===== src/rtl/uart_tx_frame.sv =====
// Parametrised UART transmitter with a one-word holding buffer so that
// consecutive frames go out back-to-back without an idle gap.
module uart_tx_frame #(
    parameter int unsigned CLKS_PER_BIT = 868,
    parameter int unsigned DATA_BITS    = 8,
    parameter int unsigned PARITY       = 0,
    parameter int unsigned STOP_BITS    = 1
) (
    input  logic                 clk100_i,
    input  logic                 rstn_i,
    input  logic                 start_i,
    input  logic [DATA_BITS-1:0] data_i,
    output logic                 ready_o,
    output logic                 busy_o,
    output logic                 done_o,
    output logic                 tx_o
);

    localparam int unsigned BAUD_W = (CLKS_PER_BIT > 1) ? $clog2(CLKS_PER_BIT) : 1;
    localparam int unsigned IDX_W  = 4;

    localparam logic [BAUD_W-1:0] BAUD_LAST = BAUD_W'(CLKS_PER_BIT - 1);
    localparam logic [IDX_W-1:0]  DATA_LAST = IDX_W'(DATA_BITS - 1);
    localparam logic [IDX_W-1:0]  STOP_LAST = IDX_W'(STOP_BITS - 1);

    typedef enum logic [2:0] {
        S_IDLE,
        S_START,
        S_DATA,
        S_PAR,
        S_STOP
    } state_t;

    state_t                 state, state_n;
    logic [BAUD_W-1:0]      baud, baud_n;
    logic [IDX_W-1:0]       idx, idx_n;
    logic [DATA_BITS-1:0]   shreg, shreg_n;
    logic                   par_bit, par_n;
    logic [DATA_BITS-1:0]   hold, hold_n;
    logic                   hold_full, hold_full_n;
    logic                   tx_n, busy_n, ready_n, done_n;
    logic                   accept, bit_end;

    // Parity bit for a whole word, computed once when the word is loaded.
    function automatic logic parity_of(input logic [DATA_BITS-1:0] w);
        return (PARITY == 1) ? ~(^w) : (^w);
    endfunction

    always_ff @(posedge clk100_i or negedge rstn_i) begin
        if (!rstn_i) begin
            state     <= S_IDLE;
            baud      <= '0;
            idx       <= '0;
            shreg     <= '0;
            par_bit   <= 1'b0;
            hold      <= '0;
            hold_full <= 1'b0;
            tx_o      <= 1'b1;
            busy_o    <= 1'b0;
            ready_o   <= 1'b1;
            done_o    <= 1'b0;
        end else begin
            state     <= state_n;
            baud      <= baud_n;
            idx       <= idx_n;
            shreg     <= shreg_n;
            par_bit   <= par_n;
            hold      <= hold_n;
            hold_full <= hold_full_n;
            tx_o      <= tx_n;
            busy_o    <= busy_n;
            ready_o   <= ready_n;
            done_o    <= done_n;
        end
    end

    always_comb begin
        state_n     = state;
        baud_n      = baud;
        idx_n       = idx;
        shreg_n     = shreg;
        par_n       = par_bit;
        hold_n      = hold;
        hold_full_n = hold_full;

        accept  = start_i && !hold_full;
        bit_end = (baud == BAUD_LAST);

        if (state != S_IDLE) begin
            baud_n = bit_end ? '0 : baud + BAUD_W'(1);
        end

        unique case (state)
            S_IDLE: begin
                if (accept) begin
                    shreg_n = data_i;
                    par_n   = parity_of(data_i);
                    baud_n  = '0;
                    idx_n   = '0;
                    state_n = S_START;
                end
            end
            S_START: begin
                if (bit_end) begin
                    idx_n   = '0;
                    state_n = S_DATA;
                end
            end
            S_DATA: begin
                if (bit_end) begin
                    shreg_n = shreg >> 1;
                    if (idx == DATA_LAST) begin
                        idx_n   = '0;
                        state_n = (PARITY != 0) ? S_PAR : S_STOP;
                    end else begin
                        idx_n = idx + IDX_W'(1);
                    end
                end
            end
            S_PAR: begin
                if (bit_end) begin
                    idx_n   = '0;
                    state_n = S_STOP;
                end
            end
            S_STOP: begin
                if (bit_end) begin
                    if (idx == STOP_LAST) begin
                        idx_n = '0;
                        // Chain straight into the buffered word to avoid an idle gap.
                        if (hold_full) begin
                            shreg_n     = hold;
                            par_n       = parity_of(hold);
                            hold_full_n = 1'b0;
                            state_n     = S_START;
                        end else begin
                            state_n = S_IDLE;
                        end
                    end else begin
                        idx_n = idx + IDX_W'(1);
                    end
                end
            end
            default: begin
                state_n = S_IDLE;
            end
        endcase

        // A request arriving mid-frame lands in the holding buffer; a refill
        // on the draining edge wins over the drain's empty marking.
        if (accept && (state != S_IDLE)) begin
            hold_n      = data_i;
            hold_full_n = 1'b1;
        end

        unique case (state_n)
            S_START: tx_n = 1'b0;
            S_DATA:  tx_n = shreg_n[0];
            S_PAR:   tx_n = par_n;
            default: tx_n = 1'b1;
        endcase

        busy_n  = (state_n != S_IDLE) || hold_full_n;
        ready_n = !hold_full_n;
        done_n  = (state_n == S_STOP) && (baud_n == BAUD_LAST) && (idx_n == STOP_LAST);
    end

endmodule


===== config.mk =====
export PLATFORM = sky130hd
export DESIGN_NAME = uart_tx_frame
export DESIGN_NICKNAME = d
export VERILOG_FILES = /design/src/rtl/uart_tx_frame.sv
export SDC_FILE = /design/constraint.sdc
export NUM_CORES = 1
export LEC_CHECK = 0
export CORE_MARGIN = 1.5
export CORE_UTILIZATION = 45
export DETAILED_ROUTE_END_ITERATION = 10
export PLACE_DENSITY = 0.74
export REMOVE_ABC_BUFFERS = 1
export SLEW_MARGIN = 20
export SYNTH_ARGS = -nofsm -noshare
export SYNTH_HDL_FRONTEND = slang
export SYNTH_SLANG_ARGS = --single-unit

===== constraint.sdc =====
create_clock -name clk100_i -period 2 [get_ports clk100_i]
set_input_delay 0.4 -clock clk100_i [delete_from_list [all_inputs] [get_ports clk100_i]]
set_output_delay 0.4 -clock clk100_i [all_outputs]
set_load 0.01 [all_outputs]

==> results of run 1 <==
-- repair_timing --
| action | in CTS | in global routing |
|---|---|---|
| resized for setup | 8 | 18 |
| buffers inserted | 0 | 6 |
| endpoints found under the setup margin | 9 | 10 |
| pin swaps | 0 | 12 |
-- power groups by stage --
| stage | combinational [mW] | clock [mW] | sequential [mW] |
|---|---|---|---|
| after floorplan | 1.07 | 0 | 1.37 |
| after global placement | 2.04 | 0 | 1.29 |
| after detailed placement | 2.10 | 0 | 1.30 |
| after CTS | 2.14 | 0.534 | 1.30 |
| after global routing | 2.48 | 0.574 | 1.34 |
| final | 2.30 | 0.526 | 1.31 |
-- cell usage after synthesis (all sizes together) (3+ instances only) --
library cell,instances
buf,8
nand4,3
a221o,7
a21o,5
nand2,20
mux2,8
nor2,13
nand3,14
nand2b,3
o21ai,7
xnor2,18
ha,3
nor2b,3
nor3,8
o31ai,4
a22o,6
inv,6
xor2,3
dfrtp,37
a21oi,4
-- worst register-to-register path, cell delays in order, from the launching register on --
cell and delay, ps:
dfrtp_1 430, buf_4 170, o311ai_4 310, nor3_2 70, or3b_1 370, a211oi_2 220, or4b_1 470, nor4_2 150
-- logic make-up (layout without fill, tap and decap cells) --
group | Yosys count | in the layout | synth area share
simple gates | 82 | 82 | 0.205
compound gates | 52 | 52 | 0.186
flops | 39 | 39 | 0.434
xor+xnor | 21 | 21 | 0.0816
buf+inv | 15 | 97 | 0.0322
mux | 9 | 9 | 0.0444
fa+ha+maj | 3 | 3 | 0.0167
-- worst max path at each step --
stage / end / from / slack [ps] / cells past startpoint
floorplan: done_o / state[2] / -380 / 6
global placement: done_o / start_i / -210 / 7
detailed placement: done_o / baud[1] / -270 / 7
CTS: done_o / state[1] / -280 / 7
global route: done_o / state[1] / -360 / 7
finish: done_o / state[1] / -300 / 7
-- metal layers --
| layer | wire, µm | up-vias | global-route usage |
|---|---|---|---|
| met3 | 300 | 20 | 0.0494 |
| met2 | 2860 | 75 | 0.367 |
| li1 | - | 974 | - |
| met5 | 0 | - | 0 |
| met1 | 2590 | 1023 | 0.306 |
| met4 | 144 | 0 | 0.0864 |
-- registers in the layout (all words and copies together) (netlist names) --
| name | flops |
|---|---|
| par_bit | 1 |
| hold | 8 |
| busy_o | 1 |
| ready_o | 1 |
| tx_o | 1 |
| done_o | 1 |
| state | 3 |
| shreg | 8 |
| idx | 4 |
| baud | 10 |
| hold_full | 1 |
-- final cells by class --
type / instances / share of cell area
Inverter: 6 / 0.00719
Tap cell: 67 / 0.0267
Multi-Input combinational cell: 167 / 0.414
Timing Repair Buffer: 83 / 0.213
Sequential cell: 39 / 0.312
Clock inverter: 2 / 0.00399
Clock buffer: 6 / 0.0232
-- stage by stage --
stage / setup TNS (ps) / power [mW] / setup slack, ps / util / area, µm²
final: -368 / 4.14 / -295 / 0.655 / 3130
after global routing: -710 / 4.40 / -360 / 0.655 / 3130
after CTS: -285 / 3.97 / -285 / 0.628 / 3010
after detailed placement: -800 / 3.40 / -271 / 0.605 / 2900
after global placement: -519 / 3.33 / -207 / 0.605 / 2900
after floorplan: -540 / 2.44 / -384 / - / 2200
==> metrics.cfg, run 1 <==
[critical_path]
critPathKind=register to register
worstPathArrival_ps=2490
rr_endpoint=done_o
reg2reg_from=state[1]
end_kind=register
cp.required_ps=2200
r2r_slack_ps=-300
slowest_delay_ps=470
path_cells=buf_4 -> o311ai_4 -> nor3_2 -> or3b_1 -> a211oi_2 -> or4b_1 -> nor4_2
cp_max_fo=3
crit_path_start_kind=register
crit_buf_inv=1
r2r_cells=7
crit_family=simple AND/OR/NAND/NOR gates
cp_slowest_cell=or4b_1

[sta]
skew_ps=6.33
rsz0062_at_grt=true
fin_ws_ps=-295
hold_ws_ps=149
slew_viol_final=0
hold_viol_final=0
max_slew.worst_pin.slew_ps=496
timing.fmax_mhz=436
period_needed_ps=2300
relSlewSlack=0.669
setup_viol_count_final=2
finalCritPeriodShare=1.15

[die]
placementRows=25
start_util=0.471
die_area_um2=5440
die-width_um=73.8
io_pins=15
core_um2=4790
fp.dieH_um=73.8

[synth]
synth_area_leader_cell=dfrtp_1
syn_avg_cell_area_um2=10.2
synthFlopType=dfrtp_1
synthArstFlopShare=1.00
seq_area_frac_synth=0.434
synth_area_um2=2250
synth.top_cell.area_share=0.411
synth-seq-cells=39
synth_warnings=0
netlist_instances=221
ys_types=57
synth-edff-count=0
yosys-top-cells-area=dfrtp_1 (41%), xnor2_1 (7.0%), mux2_2 (4.0%)

[routing]
dr.pass1.iters=5
drt_wl_total_um=5900
antenna_left=0
via_count=2092
viasPerCell=5.65
drc_errors=0
initialDrtViolationCount=143
drt-wirelength-per-cell_um=15.9

[global_routing]
grt_pass1_vias=1998
grt_pass1_wl_um=9430
grt_max_degree=40
grt_use_total=0.230
antenna_found_initial=0
globalRouteOverflowTotal=0

[clock_tree]
clock_path_buffers=2
numCtsBuffers=5
tritoncts=yes
clock_sinks=39
clk_pin_slew_ps=80
root_buffer=clkbuf_8
htreeDepth=2
clock_latency_ps=300
cts_hold_buf=0

[outcome]
outcome=finished, violations left
failed_checks=setup timing

[power]
pwr-share-clk=0.127
vdd_drop_max_v=0.000584
p_int_mw=2.52
power.leakage_nw=1.38
p_sw_mw=1.62
p_per_area_nw_per_um2=1320
p_comb_frac=0.556
swShare=0.391
p_seq_frac=0.317

[cells_and_area]
fin_cells=370
antenna_cells=0
nFillCells=369
syn_to_final_growth_pct=39.1
multi_input_comb_area_um2=1300
final-seq-area_um2=978
drive_gt1_frac=0.363
mostFrequentLayoutCells=buf_4 (65), dfrtp_1 (37), nand2_1 (19)
final_common_cell=buf_4
nets=316

[place]
dp_hpwl_um=4350
gp_congestion=0.923
placedCellCount=356
io_buffers=14

[min_path]
hold_path_class=input port to async pin

[flow_run]
max-cap-violations=0

(Power assumes the default switching activity.)
==> inputs of run 2 (changes only) <==
PLACE_DENSITY = 0.67   (was 0.74)
SETUP_SLACK_MARGIN = 0.5   (was unset)
==> run 2 against run 1 <==
Register-to-register slack worse by 20 ps. Clock skew is 15 ps higher. Total power is 31% higher. Routed wire length is 58% higher. Count of clock-buffer cells in the layout stayed put. Non-clock buffer count is 43 higher. Cell count is 12% higher. Largest cell class unchanged. Combinational power is 46% higher. Global-route usage is 5.2 points higher. The run still ends with setup timing left.
==> metrics.cfg, run 2 (synthesized netlist as in run 1, its figures left out) <==
[outcome]
failed_checks=setup timing
outcome=finished, violations left

[die]
die_area_um2=5440
start_util=0.471
io_pins=15
placementRows=25
core_um2=4790
fp.dieH_um=73.8
die-width_um=73.8

[flow_run]
max-cap-violations=0

[sta]
setup_viol_count_final=10
max_slew.worst_pin.slew_ps=370
fin_ws_ps=-318
rsz0062_at_grt=true
hold_viol_final=0
slew_viol_final=0
relSlewSlack=0.752
setup_tns_ps=-1210
timing.fmax_mhz=431
finalCritPeriodShare=1.16
skew_ps=21.3
period_needed_ps=2320

[global_routing]
globalRouteOverflowTotal=0
grt_pass1_wl_um=11400
antenna_found_initial=0
grt_use_total=0.283
grt_pass1_vias=2306
grt_max_degree=40

[routing]
dr.pass1.iters=5
drt-wirelength-per-cell_um=22.5
via_count=2532
drc_errors=0
viasPerCell=6.13
drt_wl_total_um=9300
antenna_left=0
initialDrtViolationCount=284

[critical_path]
critPathKind=register to register
r2r_slack_ps=-320
cp_max_fo=3
crit_path_start_kind=register
rr_endpoint=done_o
r2r_cells=7
path_cells=buf_6 -> o311ai_4 -> nor3_2 -> or3b_1 -> a211oi_2 -> or4b_1 -> nor4_2
cp.required_ps=2210
slowest_delay_ps=480
reg2reg_from=state[2]
end_kind=register
cp_slowest_cell=or4b_1
worstPathArrival_ps=2520

[cells_and_area]
antenna_cells=0
largest_register_ffs=10
finalInstanceArea_um2=3910
nets=359
nFillCells=248
top_regs=baud (10), hold (8), shreg (8)
mostFrequentLayoutCells=buf_4 (75), dfrtp_1 (37), buf_6 (35)
top_register=baud
drive_gt1_frac=0.558
final_common_cell=buf_4
syn_to_final_growth_pct=73.6
fin_util=0.818

[clock_tree]
tritoncts=yes
cts_hold_buf=0
htreeDepth=2
numCtsBuffers=5
clk_pin_slew_ps=100
root_buffer=clkbuf_8
clock_path_buffers=2
clock_sinks=39
clock_latency_ps=310

[power]
p_sw_mw=2.20
pwr-share-clk=0.134
p_comb_frac=0.618
power.leakage_nw=1.72
p_int_mw=3.21
swShare=0.407
p_seq_frac=0.248
vdd_drop_max_v=0.000753
p_per_area_nw_per_um2=1380

[place]
placed_cell_area_um2=2930
gp_congestion=0.908
io_buffers=14
dp_hpwl_um=4260

[min_path]
hold_path_class=input port to async pin

-- run 2: changes by cell type in the layout (fill, tap and decap cells not counted), sizes merged --
cell	previous run	this run
buf	70	113
clkdlybuf4s50	13	9
clkdlybuf4s15	0	2
dlygate4sd2	0	2
bufinv	0	1
clkinvlp	1	0
-- run 2: worst max-delay path, delay by kind of cell (launching register included) --
kind,cells,cell delay [ps]
flops,1,400
buf+inv,1,140
compound gates,2,580
simple gates,4,1100
-- run 2: layout make-up --
cell class | count | area (µm²) | area share
Clock inverter | 2 | 35.0 | 0.00895
Timing Repair Buffer | 126 | 1120 | 0.287
Multi-Input combinational cell | 167 | 1590 | 0.405
Inverter | 6 | 22.5 | 0.00576
Clock buffer | 6 | 82.6 | 0.0211
Tap cell | 67 | 83.8 | 0.0214
Sequential cell | 39 | 978 | 0.250
-- run 2: worst max-delay path by stage --
stage | from | to | slack [ps] | depth (start not counted)
2_1_floorplan | state[2] | done_o | -380 | 6
3_5_place_dp | start_i | done_o | -240 | 7
6_report | state[2] | done_o | -320 | 7
3_3_place_gp | start_i | done_o | -210 | 7
5_1_grt | state[2] | done_o | -400 | 7
4_1_cts | state[2] | done_o | -220 | 7
-- run 2: per-layer routing --
| layer | part of all wire | global-route usage | vias to the layer above |
|---|---|---|---|
| met2 | 0.48 | 0.464 | 156 |
| li1 | - | - | 1070 |
| met3 | 0.074 | 0.0590 | 55 |
| met1 | 0.39 | 0.353 | 1251 |
| met4 | 0.057 | 0.134 | 0 |
| met5 | 0 | 0 | - |
-- run 2: through the flow --
step	hold slack, ps	total power, mW	std cells	worst slack, ps
5_1_grt	49.0	5.63	413	-398
2_1_floorplan	104	2.44	212	-384
6_report	34.0	5.41	413	-318
4_1_cts	60.3	4.64	394	-216
3_3_place_gp	383	3.35	359	-209
3_5_place_dp	383	3.38	359	-242
-- run 2: timing repair --
action	4_1_cts	5_1_grt
buffers inserted	27	19
resized for setup	73	55
setup endpoints to repair	39	41
gates cloned	0	0
pin swaps	20	16
-- run 2: power by group through the flow --
stage | Combinational (mW) | Clock [mW] | Sequential [mW]
2_1_floorplan | 1.07 | 0 | 1.37
3_3_place_gp | 2.07 | 0 | 1.29
3_5_place_dp | 2.09 | 0 | 1.29
4_1_cts | 2.62 | 0.715 | 1.30
5_1_grt | 3.49 | 0.770 | 1.37
6_report | 3.35 | 0.726 | 1.34
==> inputs of run 3 (changes only) <==
CORE_UTILIZATION = 53   (was 45)
PLACE_DENSITY = 0.77   (was 0.67)
==> run 3 against run 2 <==
The flow now stops in global routing. Synthesized area did not move. Synthesized cell count unchanged.
==> metrics.cfg, run 3 <==
[outcome]
outcome=did not finish
stop_stage=global routing
error=[ERROR GRT-0232] Routing congestion too high. Check the congestion heatmap in the GUI.

[synth]
synth-seq-cells=39
synth_area_um2=2250
synth.most_common_cell=dfrtp_1
yosys-top-cells-area=dfrtp_1 (41%), xnor2_1 (7.0%), mux2_2 (4.0%)
synthFlopType=dfrtp_1
synth_common_cells=dfrtp_1 (37), nand2_1 (20), xnor2_1 (18), nand3_1 (14), nor2_1 (12)
synth-edff-count=0
synth_warnings=0
synthArstFlopShare=1.00
seq_area_frac_synth=0.434
synth_area_leader_cell=dfrtp_1
ys_types=57
syn_avg_cell_area_um2=10.2
synth.top_cell.area_share=0.411
netlist_instances=221

[die]
fp.dieH_um=68.2
die-width_um=68.2
placementRows=23
io_pins=15
start_util=0.555

[global_routing]
grt_use_total=0.781
globalRouteOverflowTotal=71
grt_max_degree=21

[clock_tree]
clock_path_buffers=2
root_buffer=clkbuf_8
htreeDepth=2
cts_hold_buf=0
numCtsBuffers=5
clock_sinks=39

[sta]
postGrtWorstEndpoint=done_o$_DFF_PN0_/D
worst_endpoint_kind=sequential cell input

[place]
dp_hpwl_um=4400
pre_cts_slack_ps=-243
placedCellCount=342
io_buffers=14
gp_congestion=0.934

[run 3: cell counts after synthesis]
No cell type changed its count.
[run 3: what timing repair did]
item                       4_1_cts
gates cloned                     0
buffers inserted                27
gates resized for setup        102
setup endpoints to repair       40
pin swaps                       30
[run 3: metrics by stage]
step | hold WS, ps | setup TNS [ps] | area, µm²
global placement | 385 | -475 | 2910
detailed placement | 390 | -750 | 2910
floorplan | 104 | -540 | 2200
CTS | 66.8 | -125 | 3600
[run 3: routing by layer]
metal | overflow | GRT usage
met1 | 0 | 0.744
met2 | 34 | 0.943
met5 | 0 | 0.213
met3 | 0 | 0.617
met4 | 37 | 0.898
[run 3: kinds of logic after synthesis]
kind of cell | Yosys count | synth area share
xor gates and xnor gates | 21 | 0.0816
adders and majority gates | 3 | 0.0167
muxes | 9 | 0.0444
DFF | 39 | 0.434
buffers and inverters | 15 | 0.0322
and+or+nand+nor | 82 | 0.205
AOI/OAI and AO/OA | 52 | 0.186
==> inputs of run 4 (changes only) <==
CORE_UTILIZATION = 40   (was 53)
PLACE_DENSITY = unset   (was 0.77)
PLACE_DENSITY_LB_ADDON = 0.15   (was unset)
SETUP_SLACK_MARGIN = unset   (was 0.5)
clock period = 2.6 ns   (was 2 ns; I/O delays follow)
==> run 4 against run 3 <==
The flow now finishes without violations.
==> metrics.cfg, run 4 (synthesized netlist as in run 1, its figures left out) <==
[power]
power.leakage_nw=1.11
p_seq_frac=0.403
p_comb_frac=0.444
p_int_mw=1.60
pwr-share-clk=0.153
vdd_drop_max_v=0.000319
swShare=0.400
p_per_area_nw_per_um2=1010
p_sw_mw=1.07

[cells_and_area]
antenna_cells=0
finalInstanceArea_um2=2650
largest_register_ffs=10
syn_to_final_growth_pct=17.5
top_register=baud
top_regs=baud (10), hold (8), shreg (8)
nFillCells=526
drive_gt1_frac=0.179
nets=265
fin_util=0.484
mostFrequentLayoutCells=dfrtp_1 (37), nand2_1 (20), xnor2_1 (18), buf_4 (18), nand3_1 (14)
final_common_cell=dfrtp_1

[die]
core_um2=5470
start_util=0.412
io_pins=15
die-width_um=78.1
fp.dieH_um=78.1
placementRows=27
die_area_um2=6090

[sta]
relSlewSlack=0.421
hold_ws_ps=340
setup_tns_ps=0
slew_viol_final=0
setup_viol_count_final=0
finalCritPeriodShare=0.912
skew_ps=4.35
max_slew.worst_pin.slew_ps=869
period_needed_ps=2370
hold_viol_final=0
rsz0062_at_grt=false
timing.fmax_mhz=422

[global_routing]
grt_pass1_wl_um=9160
globalRouteOverflowTotal=0
grt_use_total=0.194
use_met2=0.300
met1_usage=0.275
gr-max-usage-layer=met2
grt_pass1_vias=1856
grt_use_met3=0.0360
antenna_found_initial=0
grt_max_degree=40

[clock_tree]
clock_latency_ps=290
cts_setup_buffers=0
post_cts_resized=0
tritoncts=yes
clock_sinks=39
cts_hold_buf=0
numCtsBuffers=5
clk_pin_slew_ps=80
htreeDepth=2
root_buffer=clkbuf_8
clock_path_buffers=2

[critical_path]
cp_slowest_cell=or3_1
cp_max_fo=10
worstPathArrival_ps=2570
crit_path_start_kind=register
critPathKind=register to register
end_kind=register
path_cells=or3_1 -> nor2_2 -> a31oi_1 -> a21o_1 -> or4b_1 -> nor4_2
cp.required_ps=2800
slowest_delay_ps=600

[outcome]
outcome=finished, final reports clean

[place]
placed_cell_area_um2=2560
gp_congestion=0.819
dp_hpwl_um=3860
io_buffers=14

[flow_run]
max-cap-violations=0

[routing]
antenna_left=0
initialDrtViolationCount=77
via_count=1792
dr.pass1.iters=4
drt_wl_total_um=5180
viasPerCell=5.53
drt-wirelength-per-cell_um=16.0
drc_errors=0

[min_path]
hold_path_class=input port to async pin

run 4: area by class of cell:
cell class              count  area, µm²  area share
clock buffers               6       72.6      0.0274
repair buffers             32        270       0.102
well taps                  72       90.1      0.0340
multi-input cells         167       1200       0.454
inverters                   6       22.5     0.00850
flip-flops and latches     39        978       0.369
clock inverters             2       12.5     0.00472
run 4: final timing paths:
path	startpoint	to	slack [ps]	cells past startpoint
min in group clk100_i	shreg[7]	shreg[7]	480	2
setup / recovery	state[2]	done_o	230	6
setup reg to reg	state[2]	done_o	230	6
hold / removal	rstn_i	hold[1]	340	1
max in group asynchronous	rstn_i	baud[6]	1720	1
hold reg to reg	shreg[7]	shreg[7]	480	2
run 4: worst max-delay path: cells and delay by family, from the launching register on:
kind	cells	cell delay, ps
flops	1	480
simple gates	4	1480
compound gates	2	300
run 4: layer usage:
layer  part of all wire  vias up
met4              0.018        0
met3              0.033        8
li1                   -      874
met5                  0        -
met2               0.45       29
met1               0.50      881
run 4: metrics by stage:
stage / worst slack, ps / total power, mW / instances
after floorplan: 216 / 1.88 / 212
after global placement: 226 / 2.27 / 316
after detailed placement: 171 / 2.27 / 316
after CTS: 243 / 2.68 / 324
after global routing: 48.2 / 2.91 / 324
final: 229 / 2.67 / 324
run 4: power groups by stage:
stage	Sequential, mW	Clock [mW]	Combinational (mW)
global route	1.12	0.450	1.34
CTS	1.07	0.421	1.19
global placement	1.09	0	1.18
detailed placement	1.08	0	1.18
floorplan	1.05	0	0.822
finish	1.07	0.408	1.19
